--- src/rtl/output_conditioner.sv ---
// Rate-limited output driver: applies single-cycle change requests to a registered bus,
// holding each value for at least holdtime cycles and queueing one pending request.
module output_conditioner #(
    parameter int width        = 8,
    parameter int holdtime     = 3,
    parameter int counterwidth = 3
) (
    input  logic             clk,
    input  logic             reset_n,
    input  logic             request,
    input  logic [width-1:0] requestdata,
    output logic [width-1:0] driven,
    output logic             busy,
    output logic             changed,
    output logic             positiveedge,
    output logic             negativeedge,
    output logic             overrun
);

    typedef enum logic {IDLE = 1'b0, HOLD = 1'b1} state_t;

    localparam logic [counterwidth-1:0] hold_count = counterwidth'(holdtime);
    localparam logic [counterwidth-1:0] count_one  = counterwidth'(1);

    state_t                  state_reg, state_next;
    logic [counterwidth-1:0] counter_reg, counter_next;
    logic [width-1:0]        driven_reg, driven_next;
    logic [width-1:0]        pending_reg, pending_next;
    logic                    pending_valid_reg, pending_valid_next;
    logic                    busy_reg, busy_next;
    logic                    changed_reg, changed_next;
    logic                    pos_reg, pos_next;
    logic                    neg_reg, neg_next;
    logic                    overrun_reg, overrun_next;

    logic                    apply;
    logic                    has_candidate;
    logic [width-1:0]        candidate;

    // State register
    always_ff @(posedge clk or negedge reset_n) begin
        if (!reset_n) begin
            state_reg         <= IDLE;
            counter_reg       <= '0;
            driven_reg        <= '0;
            pending_reg       <= '0;
            pending_valid_reg <= 1'b0;
            busy_reg          <= 1'b0;
            changed_reg       <= 1'b0;
            pos_reg           <= 1'b0;
            neg_reg           <= 1'b0;
            overrun_reg       <= 1'b0;
        end else begin
            state_reg         <= state_next;
            counter_reg       <= counter_next;
            driven_reg        <= driven_next;
            pending_reg       <= pending_next;
            pending_valid_reg <= pending_valid_next;
            busy_reg          <= busy_next;
            changed_reg       <= changed_next;
            pos_reg           <= pos_next;
            neg_reg           <= neg_next;
            overrun_reg       <= overrun_next;
        end
    end

    // Next-state logic
    always_comb begin
        state_next         = state_reg;
        counter_next       = counter_reg;
        driven_next        = driven_reg;
        pending_next       = pending_reg;
        pending_valid_next = pending_valid_reg;
        busy_next          = busy_reg;
        changed_next       = 1'b0;
        pos_next           = 1'b0;
        neg_next           = 1'b0;
        overrun_next       = 1'b0;
        apply              = 1'b0;
        has_candidate      = 1'b0;
        candidate          = requestdata;

        case (state_reg)
            IDLE: begin
                apply = request && (requestdata != driven_reg);
            end
            HOLD: begin
                if (counter_reg == hold_count) begin
                    // A live request on the hold-end cycle beats the queued value.
                    if (request) begin
                        has_candidate = 1'b1;
                        candidate     = requestdata;
                    end else if (pending_valid_reg) begin
                        has_candidate = 1'b1;
                        candidate     = pending_reg;
                    end
                    pending_valid_next = 1'b0;
                    if (has_candidate && (candidate != driven_reg)) begin
                        apply = 1'b1;
                    end else begin
                        busy_next  = 1'b0;
                        state_next = IDLE;
                    end
                end else begin
                    counter_next = counter_reg + count_one;
                    if (request) begin
                        pending_next       = requestdata;
                        pending_valid_next = 1'b1;
                        overrun_next       = pending_valid_reg;
                    end
                end
            end
            default: state_next = IDLE;
        endcase

        if (apply) begin
            driven_next  = candidate;
            changed_next = 1'b1;
            pos_next     = !driven_reg[0] && candidate[0];
            neg_next     = driven_reg[0] && !candidate[0];
            counter_next = count_one;
            busy_next    = 1'b1;
            state_next   = HOLD;
        end
    end

    // Output logic
    always_comb begin
        driven       = driven_reg;
        busy         = busy_reg;
        changed      = changed_reg;
        positiveedge = pos_reg;
        negativeedge = neg_reg;
        overrun      = overrun_reg;
    end

endmodule
--- config.mk ---
export PLATFORM = sky130hd
export DESIGN_NAME = output_conditioner
export DESIGN_NICKNAME = d
export VERILOG_FILES = /design/src/rtl/output_conditioner.sv
export SDC_FILE = /design/constraint.sdc
export NUM_CORES = 1
export LEC_CHECK = 0
export ABC_CLOCK_PERIOD_IN_PS = 2780
export BUFFER_PORTS_ARGS = -buffer_cell sky130_fd_sc_hd__clkbuf_2
export CAP_MARGIN = 10
export CORE_MARGIN = 3
export CORE_UTILIZATION = 57
export DETAILED_ROUTE_END_ITERATION = 7
export GPL_TIMING_DRIVEN = 1
export MAX_ROUTING_LAYER = met4
export PLACE_DENSITY = 0.79
export SETUP_SLACK_MARGIN = 0.4
export SLEW_MARGIN = 10
export SYNTH_ARGS = -nofsm -noshare
export SYNTH_HDL_FRONTEND = slang
export SYNTH_SLANG_ARGS = --single-unit
--- constraint.sdc ---
create_clock -name clk -period 2.78 [get_ports clk]
set_input_delay 0.556 -clock clk [delete_from_list [all_inputs] [get_ports clk]]
set_output_delay 0.556 -clock clk [all_outputs]
set_load 0.03 [all_outputs]
# Word-level counts from Yosys, hierarchy flattened
# Index checks and enable logic that the tools add are counted.
# totals
ff_bits,26
in_bits,11
output_inout_bits,13
# op_classes
n_reduce_logical,13
n_eq_ne,5
muxes,31
add_sub_neg,1
bitwise,2
# op_table
operator,n
two-way mux 8 bit,6
two-way mux 1 bit,21
inequality test 8 bit,2
two-way mux 3 bit,3
AND reduction 3 bit,2
nonzero test 2 bit,3
logical AND 1 bit,4
"inequality test 2 bit, second input constant",2
AND reduction 2 bit,2
"adder 3 x 1 -> 3 bit, second input constant",1
"equality test 3 x 2 -> 1 bit, second input constant",1
logical NOT 1 bit,2
inverter 1 bit,2
case mux 1 bit (2 select lines),1

# Logic depth before layout (Yosys ltp)
# Gate-level depths: netlist (run 1).
# logic_depth
ltp_word,11
ltp_mapped,9
ltp_nobuf,8

# Worst setup path after synthesis (run 1)
# OpenSTA, ideal clock, no wires.
# synth_path
path_type,input -> register
startpoint,input port request
endpoint,"register driven_reg[0], in the netlist driven[0]"
path_buffers,3
stages,9
path_slack_ns,0.462
arrival_ns,2.184
cell_sequence,buf_2 > nor2b_1 > buf_2 > mux2i_1 > a211o_1 > or4_1 > buf_2 > o21ai_1 > o211ai_1
# synth_between
elab_chain_cells,8
elab_cells_between_ends,14
# synth_lines
element,line_no,source
"start, declared",10,"input logic request,"
two-way mux 8 bit,90,if (request) begin
two-way mux 8 bit,88,if (counter_reg == hold_count) begin
two-way mux 8 bit,83,case (state_reg)
inequality test 8 bit,98,if (has_candidate && (candidate != driven_reg)) begin
logical AND 1 bit,98,
two-way mux 1 bit,98,
two-way mux 1 bit,88,
case mux 1 bit (2 select lines),83,
"end signal, assigned",56,driven_reg <= driven_next;
"end, declared",27,"logic [width-1:0] driven_reg, driven_next;"
# Several ways; a longest one is shown, not always the timed one. The select of a mux whose other input is x is not followed.
# A chain may end at the register's enable or synchronous reset.

# Worst setup path in the final report (run 1)
# layout_path
startpoint,register pending_valid_reg
endpoint,"register driven_reg[4], in the netlist driven[4]"
# layout_between
elab_chain_cells,9
elab_cells_between_ends,15
# layout_lines
element,line_no,source
"start, declared",29,"logic pending_valid_reg, pending_valid_next;"
"start signal, assigned",58,pending_valid_reg <= pending_valid_next;
two-way mux 8 bit,93,end else if (pending_valid_reg) begin
two-way mux 8 bit,90,
two-way mux 8 bit,88,
two-way mux 8 bit,83,
inequality test 8 bit,98,
logical AND 1 bit,98,
two-way mux 1 bit,98,
two-way mux 1 bit,88,
case mux 1 bit (2 select lines),83,
# Several ways; a longest one is shown, not always the timed one. The select of a mux whose other input is x is not followed.

==> results of run 1 <==
==> cell usage after synthesis <==
library cell	number	share of area [%]
inv_1	9	2.0
nor3b_1	2	0.88
mux2i_1	11	6.4
a211o_1	1	0.51
xor2_1	2	1.0
o2111a_1	1	0.66
a2bb2oi_1	1	0.51
a211oi_1	1	0.44
nand3_1	6	1.8
ha_1	2	1.5
nor3_1	1	0.29
o21ai_0	11	3.2
o221ai_1	1	0.51
o211a_1	1	0.58
clkbuf_1	7	1.5
dfrtp_1	26	38
or4_1	1	0.44
mux2_2	8	5.3
and3_1	1	0.37
xnor2_1	9	4.6
or3_1	1	0.37
nand4_1	1	0.37
and2_1	1	0.37
o311ai_1	2	1.0
a221oi_1	1	0.51
o211ai_1	8	3.5
nor4bb_1	1	0.58
buf_2	3	0.88
nor2b_1	5	1.8
nand2b_1	4	1.5
a21oi_1	4	1.2
nand2_1	27	5.9
a32oi_1	1	0.51
a21o_1	1	0.44
nor2_1	12	2.6
o21ai_1	9	2.6
o41ai_1	1	0.51
nor4_2	1	0.73
o2bb2a_1	1	0.58
a31oi_1	10	3.6
==> final timing paths <==
check	endpoint	slack (ns)	startpoint
worst max-delay path	driven[4]	0.52	pending_valid_reg
worst min-delay path	state_reg	0.22	reset_n
worst max register to register	driven[4]	0.52	pending_valid_reg
worst min register to register	busy	0.52	busy
max in group asynchronous	pending_reg[4]	2.15	reset_n
min in group clk	pending_reg[3]	0.50	requestdata[3]
==> kinds of logic after synthesis <==
family	count (synthesis)
and+or+nand+nor	64
buffers and inverters	19
muxes	19
DFF	26
AOI/OAI and AO/OA	55
adders and majority gates	2
xor gates and xnor gates	11
==> routing by layer <==
metal | track usage [%] | up-vias
li1 | - | 754
met1 | 30.1 | 711
met2 | 41.1 | 47
met3 | 2.77 | 4
met4 | 6.81 | 0
met5 | - | -
==> worst register-to-register path: stages (launching register included) <==
cell and delay [ns]:
dfrtp_1 0.48, nor2b_1 0.16, buf_4 0.17, mux2i_1 0.12, a211o_1 0.33, or4_4 0.60
o21ai_1 0.19, o211ai_1 0.11
==> cells in the final DEF, fill, tap and decap left out, types with 2 or more instances in the layout <==
master / Yosys / layout
nand3_1: 6 / 6
mux2i_1: 11 / 11
o21ai_0: 11 / 10
nand2_1: 27 / 26
mux2_2: 8 / 8
o21ai_1: 9 / 10
xor2_1: 2 / 2
clkbuf_4: 0 / 3
nor2b_1: 5 / 5
xnor2_1: 9 / 9
dfrtp_1: 26 / 26
nor2_1: 12 / 12
clkbuf_2: 0 / 23
a31oi_1: 10 / 10
ha_1: 2 / 2
inv_1: 9 / 9
nor3b_1: 2 / 2
nand2b_1: 4 / 4
o211ai_1: 8 / 8
a21oi_1: 4 / 4
buf_4: 0 / 5
==> layout make-up <==
type	count	area [µm²]
clock buffers	3	22.5
multi-input cells	151	1010
fillers	233	870
well taps	31	38.8
repair buffers	28	153
inverters	9	33.8
flip-flops and latches	26	651
clock inverters	1	30.0
==> repair_timing <==
| item | CTS | global route |
|---|---|---|
| resized for setup | 0 | 4 |
| hold buffers | 0 | 0 |
| hold endpoints to repair | 0 | 0 |
| setup endpoints to repair | 0 | 10 |
==> power breakdown <==
part           leakage, nW  switching (mW)  internal [mW]  total [mW]
sequential           0.309           0.225          0.548       0.773
clock               0.0279           0.122          0.146       0.268
combinational        0.566           0.709          0.487        1.20
total                0.903            1.06           1.18        2.24
==> stage by stage <==
step	power, mW	util (%)	cells	instance area, µm²	setup slack (ns)
floorplan	1.64	-	196	1710	0.462
global placement	1.91	66.7	245	1870	0.262
detailed placement	1.95	66.7	245	1870	0.188
CTS	2.22	68.6	249	1920	0.419
global route	2.42	69.0	249	1940	0.405
finish	2.24	69.0	249	1940	0.521
==> impl_metrics.yaml, run 1 <==
critical_path:
  crit_cells: 7
  reg2regPathDepth: 7
  path_max_fanout: 9
  path_buf_inv: 1
  worstSetupStartpointType: "flop"
  slowest_delay_ns: 0.60
  crit_type: "flop to flop"
  required_ns: 3.00
  cp_top_family: "simple AND/OR/NAND/NOR gates"
  cp_slowest_cell: "or4_4"
  crit_arrival_ns: 2.48
  crit_path_cell_trace: "nor2b_1 -> buf_4 -> mux2i_1 -> a211o_1 -> or4_4 -> o21ai_1 -> o211ai_1"
  cp-end-kind: "flop"
status:
  outcome: "completed"
synth:
  syn_area_per_cell_um2: 8.75
  synth_compound_area_share_pct: 20.9
  synth_warnings: 0
  syn-instance-count: 196
  synth_top_family_by_area: "compound AO/OA/AOI/OAI gates"
  synthXorXnorAreaFrac_pct: 5.62
  synth_area_mm2: 0.00171
  synth-seq-cells: 26
  synth_mux_area_share_pct: 11.7
  syn_nets: 209
  ys_seq_area_share_pct: 38.0
  ys_types: 40
  yosys.area_share.adder_pct: 1.46
  yosys.area_share.simple_pct: 18.0
sta:
  final-hold-violation-count: 0
  setup_tns_ns: 0
  tightest_slew_ns: 0.808
  min_period_ns: 2.26
  rsz0062_at_grt: "false"
  final_max_slew_viol_count: 0
  fmax_mhz: 443
  skew_ns: 0.00290
  hold_slack_ns: 0.220
  finalSetupViolations: 0
  finalCritPeriodShare_pct: 81.3
  slew_headroom_pct: 45.9
layout:
  area_growth_pct: 12.9
  layout-drive-gt1-share_pct: 20.2
  fin_nets: 232
  diodes: 0
floorplan:
  dieArea_mm2: 0.00370
  coreArea_mm2: 0.00281
  row_count: 19
  chipHeight_um: 60.8
  start_util_pct: 61.1
  die_x_um: 60.8
  io_pins: 24
placement:
  place_hpwl_um: 2840
  placement.io_buffers: 23
  gp_congestion: 0.920
grt:
  antenna_found_initial: 0
  grt_max_degree: 27
  grt_pass1_vias: 1468
  grt_overflow: 0
  grt_pass1_wl_um: 6610
  grt_util_all_layers_pct: 24.2
hold_path:
  hp-class: "input port to asynchronous set/reset pin"
route:
  viasPerCell: 6.09
  drc: 0
  dr.pass1.iters: 4
  ant_nets: 0
  vias: 1516
  wl_met2_um: 1930
  wl_met3_um: 221
  first_iter_violations: 111
  drt_wl_total_um: 3900
  top_layer: "met4"
  wl_met1_um: 1720
  wire_per_inst_um: 15.7
power_and_ir_drop:
  vdd_drop_max_mv: 0.509
  leakage_nw: 0.903
  power_density_mw_per_mm2: 1160
cts:
  cts_tree: "yes"
  cts_sinks: 26
  clock_path_buffers: 2
  post_cts_buffers: 0
  cts-root-buf: "clkbuf_4"
  clk_latency_ns: 0.33
  cts_buffers: 3
  clk_pin_slew_ns: 0.15
  h-tree-depth: 1
job:
  cap_violations: 0
Note: power is estimated with default switching activity, not from simulation.
==> inputs of run 2 (changes only) <==
- ABC_CLOCK_PERIOD_IN_PS: 2780 -> 2300
- clock period: 2.78 -> 2.3 ns (I/O delays scaled with it)
==> run 2 against run 1 <==
Compared with the run above:
- hold slack worse by 0.10 ns
- non-clock buffer count is 23 higher
- sequential share of layout area is 5.7 points lower
- total power is 52% higher
- register-to-register slack worse by 0.41 ns
- first-iteration DRC count is 61% higher
- highest routed layer unchanged
- largest power group unchanged
- count of clock-buffer cells in the layout stayed put
- setup slack worse by 0.41 ns
- largest cell class unchanged
- clock power is 24% higher
==> impl_metrics.yaml, run 2 (synthesis results as in run 1) <==
grt:
  grt_overflow: 0
  grtUsageMet3_pct: 2.55
  grt_pass1_wl_um: 7820
  grt_max_degree: 31
  grtUsageMet1_pct: 37.0
  grt_pass1_vias: 1612
  grt_util_met2_pct: 50.2
  grt_util_all_layers_pct: 29.8
  antenna_found_initial: 0
  top_usage_layer: "met2"
sta:
  fmax_mhz: 457
  finalCritPeriodShare_pct: 95.1
  tightest_slew_ns: 0.668
  final_max_slew_viol_count: 0
  rsz0062_at_grt: "true"
  setup_tns_ns: 0
  final-hold-violation-count: 0
  min_period_ns: 2.19
  finalSetupViolations: 0
  skew_ns: 0.00750
  slew_headroom_pct: 55.4
  hold_slack_ns: 0.120
cts:
  cts_tree: "yes"
  postCtsHoldBufs: 0
  cts-root-buf: "clkbuf_4"
  h-tree-depth: 1
  clk_latency_ns: 0.33
  cts_sinks: 26
  clock_path_buffers: 2
  cts_buffers: 3
  clk_pin_slew_ns: 0.16
layout:
  final.fill_count: 153
  final_cell_mix: "24 x nand2_1, 23 x clkbuf_2, 23 x buf_4, 22 x dfrtp_1, 11 x nor2_1"
  fin_nets: 255
  diodes: 0
  area_growth_pct: 36.8
  stdcell_area_mm2: 0.00234
  layout_commonest_cell: "nand2_1"
  finalNonFillerCells: 272
  multi_input_area_mm2: 0.00120
  layout-drive-gt1-share_pct: 41.1
  regArea_um2: 656
power_and_ir_drop:
  leakage_nw: 1.05
  power_density_mw_per_mm2: 1450
  total_power_mw: 3.39
  vdd_drop_max_mv: 0.922
route:
  first_iter_violations: 179
  drc: 0
  viasPerCell: 6.64
  ant_nets: 0
  vias: 1805
  wire_per_inst_um: 20.5
  dr.pass1.iters: 4
  drt_wl_total_um: 5590
critical_path:
  crit_arrival_ns: 2.40
  cp-end-kind: "flop"
  worstSetupStartpointType: "flop"
  reg2regPathDepth: 8
  path_max_fanout: 8
  crit_type: "flop to flop"
  required_ns: 2.51
floorplan:
  die_x_um: 60.8
  coreArea_mm2: 0.00281
  row_count: 19
  dieArea_mm2: 0.00370
  start_util_pct: 61.1
  chipHeight_um: 60.8
  io_pins: 24
placement:
  place_hpwl_um: 3220
  placement.io_buffers: 23
  placed_cell_area_mm2: 0.00197
  gp_congestion: 0.836
  dp.cells: 254
status:
  outcome: "completed"
job:
  cap_violations: 0
hold_path:
  hp-class: "input port to asynchronous set/reset pin"
[run 2: critical path: stages (launching register included)]
cell,delay [ns]
dfrtp_1,0.43
ha_1,0.22
ha_1,0.19
and2_2,0.26
nand2_8,0.16
mux2i_2,0.33
o21ai_0,0.14
a31oi_1,0.20
o211ai_1,0.14
[run 2: area by class of cell]
type	instances	area share, %
Tap cell	31	1.65
Timing Repair Buffer	51	15.6
Sequential cell	26	28.0
Clock inverter	1	1.28
Inverter	9	1.44
Clock buffer	3	0.961
Multi-Input combinational cell	151	51.1
[run 2: what timing repair did]
item,in CTS,in global routing
cloned,1,1
gates resized for setup,25,19
pin swaps,9,10
setup buffers,7,5
setup endpoints to repair,16,24
[run 2: final timing paths]
path / to / slack (ns) / startpoint
max: driven[0] / 0.11 / counter_reg[0]
min: pending_valid_reg / 0.12 / reset_n
max reg2reg: driven[0] / 0.11 / counter_reg[0]
min reg2reg: counter_reg[1] / 0.56 / counter_reg[1]
max in group asynchronous: driven[7] / 1.71 / reset_n
min in group clk: pending_reg[3] / 0.40 / requestdata[3]
[run 2: layer usage]
metal,vias to the layer above,share of wire (%)
met5,-,0
met4,0,3.7
met3,27,8.1
met2,114,50
met1,864,38
li1,800,-
[run 2: report_power, final]
| part | total [mW] | switching (mW) | internal, mW |
|---|---|---|---|
| combinational | 2.14 | 1.23 | 0.906 |
| clock | 0.331 | 0.155 | 0.176 |
| sequential | 0.918 | 0.248 | 0.671 |
[run 2: per-stage QoR]
stage          setup slack [ns]  util, %
6_report                  0.113     83.6
5_1_grt                  0.0576     83.6
4_1_cts                   0.209     77.5
3_5_place_dp             0.0714     70.1
3_3_place_gp              0.138     70.1
2_1_floorplan             0.221        -
==> inputs of run 3 (changes only) <==
--- a/config.mk
+++ b/config.mk
@@ -11,3 +11,3 @@
 export CORE_MARGIN = 3
-export CORE_UTILIZATION = 57
+export CORE_UTILIZATION = 45
 export DETAILED_ROUTE_END_ITERATION = 7
@@ -15,3 +15,3 @@
 export MAX_ROUTING_LAYER = met4
-export PLACE_DENSITY = 0.79
+export PLACE_DENSITY = 0.65
 export SETUP_SLACK_MARGIN = 0.4
==> constraint.sdc (replaced) <==
create_clock -name clk -period 2.3 [get_ports clk]
set_input_delay 0.23 -clock clk [delete_from_list [all_inputs] [get_ports clk]]
set_output_delay 0.23 -clock clk [all_outputs]
set_load 0.03 [all_outputs]
==> run 3 against run 2 <==
Compared with the run above:
- combinational power down 12%
- sequential share of layout area up 0.56 points
- hold slack better by 0.13 ns
- sequential power up 3.8%
- sequential cell count unchanged
- core utilization down 18 points
- critical path depth down 1
- non-clock buffer count down 3
- setup slack better by 0.048 ns
- highest routed layer unchanged
==> impl_metrics.yaml, run 3 (synthesis results as in run 1) <==
layout:
  layout-drive-gt1-share_pct: 37.7
  post-route-util_pct: 65.8
  final.fill_count: 284
  fin_nets: 253
  final_cell_mix: "23 x nand2_1, 23 x clkbuf_2, 22 x dfrtp_1, 21 x buf_4, 11 x nor2_1"
  diodes: 0
  area_growth_pct: 34.1
  finalNonFillerCells: 285
  stdcell_area_mm2: 0.00230
placement:
  place_hpwl_um: 3140
  dp_slack_ns: 0.0988
  placement.io_buffers: 23
  dp.cells: 265
  placed_cell_area_mm2: 0.00194
  gp_congestion: 0.865
route:
  ant_nets: 0
  dr.pass1.iters: 4
  viasPerCell: 5.81
  drt_wl_total_um: 4680
  vias: 1655
  wire_per_inst_um: 16.4
  first_iter_violations: 142
  drc: 0
power_and_ir_drop:
  leakage_nw: 1.05
  total_power_mw: 3.25
  vdd_drop_max_mv: 0.634
  power_density_mw_per_mm2: 1410
grt:
  grtUsageMet3_pct: 2.50
  grt_max_degree: 27
  grt_pass1_vias: 1610
  grt_util_all_layers_pct: 22.7
  antenna_found_initial: 0
  grtUsageMet1_pct: 30.6
  grt_overflow: 0
  top_usage_layer: "met2"
  grt_pass1_wl_um: 7710
  grt_util_met2_pct: 36.5
sta:
  hold_slack_ns: 0.246
  skew_ns: 0.00247
  final-hold-violation-count: 0
  fmax_mhz: 468
  finalSetupViolations: 0
  rsz0062_at_grt: "true"
  setup_tns_ns: 0
  finalCritPeriodShare_pct: 93.0
  tightest_slew_ns: 0.690
  min_period_ns: 2.14
  layout_setup_ws_ns: 0.161
  slew_headroom_pct: 53.7
  final_max_slew_viol_count: 0
critical_path:
  reg2regPathDepth: 7
  crit_type: "flop to flop"
  path_max_fanout: 5
  r2r_start: "pending_valid_reg"
  regToRegSetupSlack_ns: 0.16
  worstSetupStartpointType: "flop"
  slowest_delay_ns: 0.63
  required_ns: 2.47
  crit_path_cell_trace: "buf_4 -> nor4bb_1 -> a31oi_1 -> o311ai_2 -> or4_4 -> o21ai_1 -> o211ai_1"
  cp-end-kind: "flop"
  cp_slowest_cell: "or4_4"
  r2r-end: "driven[1]"
  crit_arrival_ns: 2.31
cts:
  cts_tree: "yes"
  cts_buffers: 3
  cts_sinks: 26
  cts-root-buf: "clkbuf_8"
  clk_latency_ns: 0.28
  clock_path_buffers: 2
  h-tree-depth: 1
  clk_pin_slew_ns: 0.10
hold_path:
  hold_end: "pending_reg[6]"
  min_from: "requestdata[6]"
  hold_depth: 2
  hp-class: "input port to flop"
floorplan:
  chipHeight_um: 67.7
  row_count: 21
  coreArea_mm2: 0.00349
  start_util_pct: 49.1
  dieArea_mm2: 0.00459
  die_x_um: 67.7
  io_pins: 24
status:
  outcome: "completed"
job:
  cap_violations: 0
[run 3: changes by cell type in the layout (fill, tap and decap cells not counted), moves of 3 or more]
cell / previous run / this run
clkbuf_4: 3 / 0
o21ai_2: 9 / 3
clkbuf_8: 0 / 3
o21ai_1: 1 / 8
[run 3: worst max-delay path: cells and delay by family (launching register included)]
family	cells	cell delay (ns)
compound gates	4	0.69
buf+inv	1	0.15
flops	1	0.43
simple gates	2	0.76
[run 3: report_power, final]
group	internal, mW	switching, mW
combinational	0.840	1.05
sequential	0.672	0.281
clock	0.234	0.169
[run 3: what timing repair did]
| item | CTS | global route |
|---|---|---|
| endpoints found under the hold margin | 26 | 0 |
| hold buffers | 1 | 0 |
| setup buffers | 6 | 8 |
| pin swaps | 4 | 10 |
| gates cloned | 1 | 0 |
| resized for setup | 16 | 17 |
| setup endpoints to repair | 16 | 24 |
[run 3: final cells by class]
type	instances	area (µm²)	area share, %
repair buffers	48	317	13.8
inverters	9	33.8	1.47
clock inverters	1	30.0	1.31
well taps	46	57.6	2.50
clock buffers	3	41.3	1.80
flip-flops and latches	26	656	28.5
multi-input cells	152	1160	50.6
[run 3: layer usage]
layer / vias up / part of all wire [%]
met2: 36 / 49
li1: 804 / -
met1: 810 / 45
met3: 5 / 4.3
met5: - / 0
met4: 0 / 1.0
[run 3: worst max-delay path by stage]
stage	startpoint	depth (start not counted)	endpoint	slack, ns
2_1_floorplan	driven[7]	7	driven[0]	0.31
3_3_place_gp	pending_valid_reg	7	driven[4]	0.16
3_5_place_dp	pending_valid_reg	7	driven[6]	0.1
4_1_cts	pending_valid_reg	7	driven[6]	0.26
5_1_grt	pending_valid_reg	7	driven[3]	0.14
6_report	pending_valid_reg	7	driven[1]	0.16
